$ cat src/rtl/mod_unit_32bit_if.sv
// Operand/result bundle for the 32-bit modulo unit.
// Handshake: master raises start for one edge with operands valid; the unit accepts only when
// busy is low, then pulses done for exactly one cycle once result/div_by_zero are final.
interface mod_unit_32bit_if;
  logic        start;
  logic [31:0] dividend;
  logic [31:0] divisor;
  logic [31:0] result;
  logic        busy;
  logic        done;
  logic        div_by_zero;
  logic [1:0]  state_dbg;

  modport master (
    output start, dividend, divisor,
    input  result, busy, done, div_by_zero, state_dbg
  );

  modport slave (
    input  start, dividend, divisor,
    output result, busy, done, div_by_zero, state_dbg
  );
endinterface

$ cat src/rtl/mod_unit_32bit.sv
// Unsigned 32-bit A mod B, restoring shift-subtract, one quotient bit per clock.
// A zero divisor returns the dividend with div_by_zero set and skips the iterations.
module mod_unit_32bit (
  input  logic                    clk,
  input  logic                    reset,
  mod_unit_32bit_if.slave         bus
);

  typedef enum logic [1:0] {
    IDLE = 2'd0,
    RUN  = 2'd1,
    DONE = 2'd2
  } state_t;

  state_t      state_q, state_d;
  logic [31:0] d_reg_q, d_reg_d;
  logic [31:0] q_reg_q, q_reg_d;
  logic [32:0] rem_q, rem_d;
  logic [4:0]  cnt_q, cnt_d;
  logic [31:0] result_q, result_d;
  logic        done_q, done_d;
  logic        dbz_q, dbz_d;
  logic        busy_q, busy_d;

  logic [32:0] rem_shift;
  logic [32:0] rem_sub;

  // 33-bit compare keeps divisors >= 2^31 correct after the shift.
  always_comb begin
    rem_shift = {rem_q[31:0], q_reg_q[31]};
    if (rem_shift >= {1'b0, d_reg_q}) begin
      rem_sub = rem_shift - {1'b0, d_reg_q};
    end else begin
      rem_sub = rem_shift;
    end
  end

  always_comb begin
    state_d  = state_q;
    d_reg_d  = d_reg_q;
    q_reg_d  = q_reg_q;
    rem_d    = rem_q;
    cnt_d    = cnt_q;
    result_d = result_q;
    done_d   = 1'b0;
    dbz_d    = dbz_q;
    case (state_q)
      IDLE: begin
        if (bus.start) begin
          d_reg_d = bus.divisor;
          q_reg_d = bus.dividend;
          rem_d   = 33'd0;
          cnt_d   = 5'd0;
          if (bus.divisor == 32'd0) begin
            result_d = bus.dividend;
            dbz_d    = 1'b1;
            done_d   = 1'b1;
            state_d  = DONE;
          end else begin
            dbz_d   = 1'b0;
            state_d = RUN;
          end
        end
      end
      RUN: begin
        rem_d   = rem_sub;
        q_reg_d = {q_reg_q[30:0], 1'b0};
        cnt_d   = cnt_q + 5'd1;
        if (cnt_q == 5'd31) begin
          result_d = rem_sub[31:0];
          done_d   = 1'b1;
          state_d  = DONE;
        end
      end
      DONE: begin
        state_d = IDLE;
      end
      default: begin
        state_d = IDLE;
      end
    endcase
    busy_d = (state_d != IDLE);
  end

  always_ff @(posedge clk or posedge reset) begin
    if (reset) begin
      state_q  <= IDLE;
      d_reg_q  <= 32'd0;
      q_reg_q  <= 32'd0;
      rem_q    <= 33'd0;
      cnt_q    <= 5'd0;
      result_q <= 32'd0;
      done_q   <= 1'b0;
      dbz_q    <= 1'b0;
      busy_q   <= 1'b0;
    end else begin
      state_q  <= state_d;
      d_reg_q  <= d_reg_d;
      q_reg_q  <= q_reg_d;
      rem_q    <= rem_d;
      cnt_q    <= cnt_d;
      result_q <= result_d;
      done_q   <= done_d;
      dbz_q    <= dbz_d;
      busy_q   <= busy_d;
    end
  end

  assign bus.result      = result_q;
  assign bus.busy        = busy_q;
  assign bus.done        = done_q;
  assign bus.div_by_zero = dbz_q;
  assign bus.state_dbg   = state_q;

endmodule

$ cat src/flat_wrapper.sv
// flat-port wrapper written by rule: the top's interface ports become plain ports
module mod_unit_32bit_flat 
  (clk, reset, bus_start, bus_dividend, bus_divisor, bus_result, bus_busy, bus_done, bus_div_by_zero, bus_state_dbg);
  mod_unit_32bit_if bus_i ();
  input  logic clk;
  input  logic reset;
  input wire logic [$bits(bus_i.start)-1:0] bus_start;
  input wire logic [$bits(bus_i.dividend)-1:0] bus_dividend;
  input wire logic [$bits(bus_i.divisor)-1:0] bus_divisor;
  output wire logic [$bits(bus_i.result)-1:0] bus_result;
  output wire logic [$bits(bus_i.busy)-1:0] bus_busy;
  output wire logic [$bits(bus_i.done)-1:0] bus_done;
  output wire logic [$bits(bus_i.div_by_zero)-1:0] bus_div_by_zero;
  output wire logic [$bits(bus_i.state_dbg)-1:0] bus_state_dbg;
  assign bus_i.start = bus_start;
  assign bus_i.dividend = bus_dividend;
  assign bus_i.divisor = bus_divisor;
  assign bus_result = bus_i.result;
  assign bus_busy = bus_i.busy;
  assign bus_done = bus_i.done;
  assign bus_div_by_zero = bus_i.div_by_zero;
  assign bus_state_dbg = bus_i.state_dbg;
  mod_unit_32bit u_core (.clk(clk), .reset(reset), .bus(bus_i));
endmodule
$ cat config.mk
export PLATFORM = sky130hd
export DESIGN_NAME = mod_unit_32bit_flat
export DESIGN_NICKNAME = d
export VERILOG_FILES = /design/src/rtl/mod_unit_32bit_if.sv /design/src/rtl/mod_unit_32bit.sv /design/src/flat_wrapper.sv
export SDC_FILE = /design/constraint.sdc
export NUM_CORES = 1
export LEC_CHECK = 0
export CAP_MARGIN = 10
export CORE_MARGIN = 2
export CORE_UTILIZATION = 40
export CTS_CLUSTER_DIAMETER = 200
export DETAILED_ROUTE_END_ITERATION = 6
export PLACE_DENSITY = 0.71
export SYNTH_ARGS = -nofsm -noshare
export SYNTH_HDL_FRONTEND = slang
export SYNTH_SLANG_ARGS = --single-unit
$ cat constraint.sdc
create_clock -name clk -period 5.6 [get_ports clk]
set_clock_uncertainty 0.15 [all_clocks]
set_input_delay 1.4 -clock clk [delete_from_list [all_inputs] [get_ports clk]]
set_output_delay 1.4 -clock clk [all_outputs]
set_load 0.02 [all_outputs]
==> flow_summary.ini <==
[logic_synthesis]
synthAdderAreaFrac_pct = 5.612
yosysSeqAreaShare_pct = 43.51
synth_top_family_by_area = compound AO/OA/AOI/OAI gates
synth_mux_area_share_pct = 2.522
yosysWarnings = 0
synth_top_area_share_pct = 43.51
synth-simple-area-share_pct = 18.21
syn_area_um2 = 7936
syn_avg_cell_area_um2 = 8.799
synth_area_leaders = dfrtp_1 (44%), nand2_1 (7.7%), ha_1 (5.4%)
synthCells = 902
synth_edf_count = 0
synthDistinctLibCells = 67
synth_fp_nets = 1004
synth-xor-area-share_pct = 2.869
synth_top_flop_cell = dfrtp_1
yosysTopAreaCell = dfrtp_1
synthArstFlopShare_pct = 100.0
ys_ff_latch = 138
synth_compound_area_share_pct = 22.37

[grt]
grt_pass1_vias = 6887
gr-total-overflow = 0
grt_antenna_before_repair = 0
grt_usage_pct = 22.72
grt_max_degree = 99
grt_first_pass_wirelength_um = 36830

[clock_network]
post_cts_resized = 0
cts-root-buf = clkbuf_16
cts_inserted_buffers = 17
cts_tree = done
cts_hold_buf = 0
clk_pin_slew_ns = 0.06
htreeDepth = 4
cts_setup_buffers = 0
clk_path_buf_depth = 2
cts.sinks = 138
worstSkewPairLatency_ns = 0.43

[worst_setup_path]
crit_path_top_delay_cell = nor4_1
worstPathCellList = clkdlybuf4s50_1 > nor4_1 > nand4_1 > nor2_1 > a22o_1 > nand2b_1 > buf_4 > or3_1 > o21ai_0 > a21oi_1
ff2ff_path_depth = 9
start_kind = input port
critical_path_required_ns = 5.74
slowest_delay_ns = 0.49
endpoint_kind = flop
ff2ff_setup_slack_ns = 1.83
r2r_start = u_core.rem_q[23]
cp.arrival_ns = 4.24
rr_endpoint = u_core.bus.result[20]
path_max_fanout = 23
worstSetupPathType = input port to flop

[drt]
drtIter0Drc = 544
wl_um = 22990
wl_per_cell_um = 18.33
drt_pass1_iterations = 6
vias = 7102
ant_nets = 0
viasPerCell = 5.663
drc = 0

[run_status]
status = finished clean

[timing]
holdWs_ns = 0.3252
tightest_slew_ns = 0.9314
hold_viol = 0
fmax_ghz = 0.2442
rsz0062_at_grt = false
fin_crit_sh_pct = 73.13
setup_viol = 0
max_slew_margin_pct = 37.91
slew_violations = 0
min_period_ns = 4.095
fin_tns_setup_ns = 0

[min_path]
hold_path_class = flop to flop
hp-start = u_core.q_reg_q[7]
min_path_cells = 2
whs_endpoint = u_core.q_reg_q[7]

[die]
core_area_um2 = 19460
io-pin-count = 104
dieHeight_um = 144.9
rows = 51
initial_utilization_pct = 40.78
dieArea_um2 = 20980
die_w_um = 144.9

[placed_design]
portBuffers = 103
routabilityCongestion = 0.8887
hpwl_um = 16370

[pwr]
vdd_drop_max_uv = 364.2
p_leak_nw = 4.291
power_density_nw_per_um2 = 786.3

[layout]
syn2layout_area_growth_pct = 22.58
final_common_cell = nand2_1
drive_above_1_share_pct = 5.359
num_antenna_cells = 0
final_core_util_pct = 49.98
nets = 1078
final_cell_mix = nand2_1 (162), dfrtp_1 (138), clkdlybuf4s50_1 (103), o21ai_0 (66), a21oi_1 (45)

[job]
maxCapViolCount = 0
[sequential cells by signal, summed over array words and instances (netlist names)]
name	cells
u_core.bus.busy	1
u_core.bus.state_dbg	2
u_core.cnt_q	5
u_core.bus.result	32
u_core.bus.done	1
u_core.d_reg_q	32
u_core.bus.div_by_zero	1
u_core.rem_q	32
u_core.q_reg_q	32
[cell usage after synthesis, drive strengths merged, types with 11 or more instances]
| library cell | n |
|---|---|
| nand2 | 163 |
| dfrtp | 138 |
| o21ai | 87 |
| a21oi | 46 |
| clkbuf | 42 |
| inv | 41 |
| nor2 | 38 |
| a22oi | 37 |
| nand3 | 35 |
| ha | 34 |
| mux2i | 20 |
| a21o | 19 |
| xnor2 | 19 |
| buf | 14 |
| o211ai | 13 |
| a211oi | 12 |
| and3 | 12 |
| nor4 | 12 |
| a31oi | 11 |
[stage by stage]
step | std cells | worst slack [ns] | area (um^2) | total power, W
after floorplan | 902 | 0.3538 | 7936 | 0.005161
after global placement | 1222 | 1.181 | 9154 | 0.006422
after detailed placement | 1222 | 1.099 | 9154 | 0.006483
after CTS | 1254 | 1.540 | 9728 | 0.007643
after global routing | 1254 | 1.335 | 9728 | 0.008211
final | 1254 | 1.505 | 9728 | 0.007649
[metal layers]
layer  GRT usage, %  part of all wire (%)
met5              0                     0
met4          8.380                   2.3
met3          3.685                   5.5
met2          36.99                    48
met1          30.62                    44
[kinds of logic after synthesis]
family          count (synthesis)
fa+ha+maj                      35
mux                            20
compound gates                272
buf+inv                        97
xor+xnor                       26
simple gates                  314
flops                         138
[where the power goes]
group	leakage [nW]	internal (W)	switching [W]
logic	2.33	0.00187	0.00282
registers	1.68	0.00151	0.000340
clock network	0.280	0.000659	0.000451
total	4.29	0.00404	0.00361
[final cells by class]
class | instances | area, um^2
well taps | 265 | 331.6
multi-input cells | 667 | 4119
inverters | 41 | 158.9
repair buffers | 111 | 1091
clock buffers | 23 | 488.0
fillers | 1831 | 9734
flip-flops and latches | 138 | 3453
clock inverters | 9 | 86.33
[worst max-delay path, delay by kind of cell]
| kind | cells | cell delay [ns] |
|---|---|---|
| buffers and inverters | 2 | 0.80 |
| AOI/OAI and AO/OA | 3 | 0.34 |
| and+or+nand+nor | 5 | 1.69 |
[worst max path at each step]
| stage | start | endpoint | slack [ns] | depth (start not counted) |
|---|---|---|---|---|
| floorplan | reset | u_core.bus.busy | 0.35 | 1 |
| global placement | bus_divisor[12] | u_core.bus.result[29] | 1.18 | 10 |
| detailed placement | bus_divisor[12] | u_core.bus.result[18] | 1.10 | 10 |
| CTS | bus_divisor[12] | u_core.bus.result[18] | 1.54 | 10 |
| global route | bus_divisor[25] | u_core.bus.result[21] | 1.33 | 9 |
| finish | bus_divisor[25] | u_core.bus.result[18] | 1.50 | 10 |
Note: power is estimated with default switching activity, not from simulation.
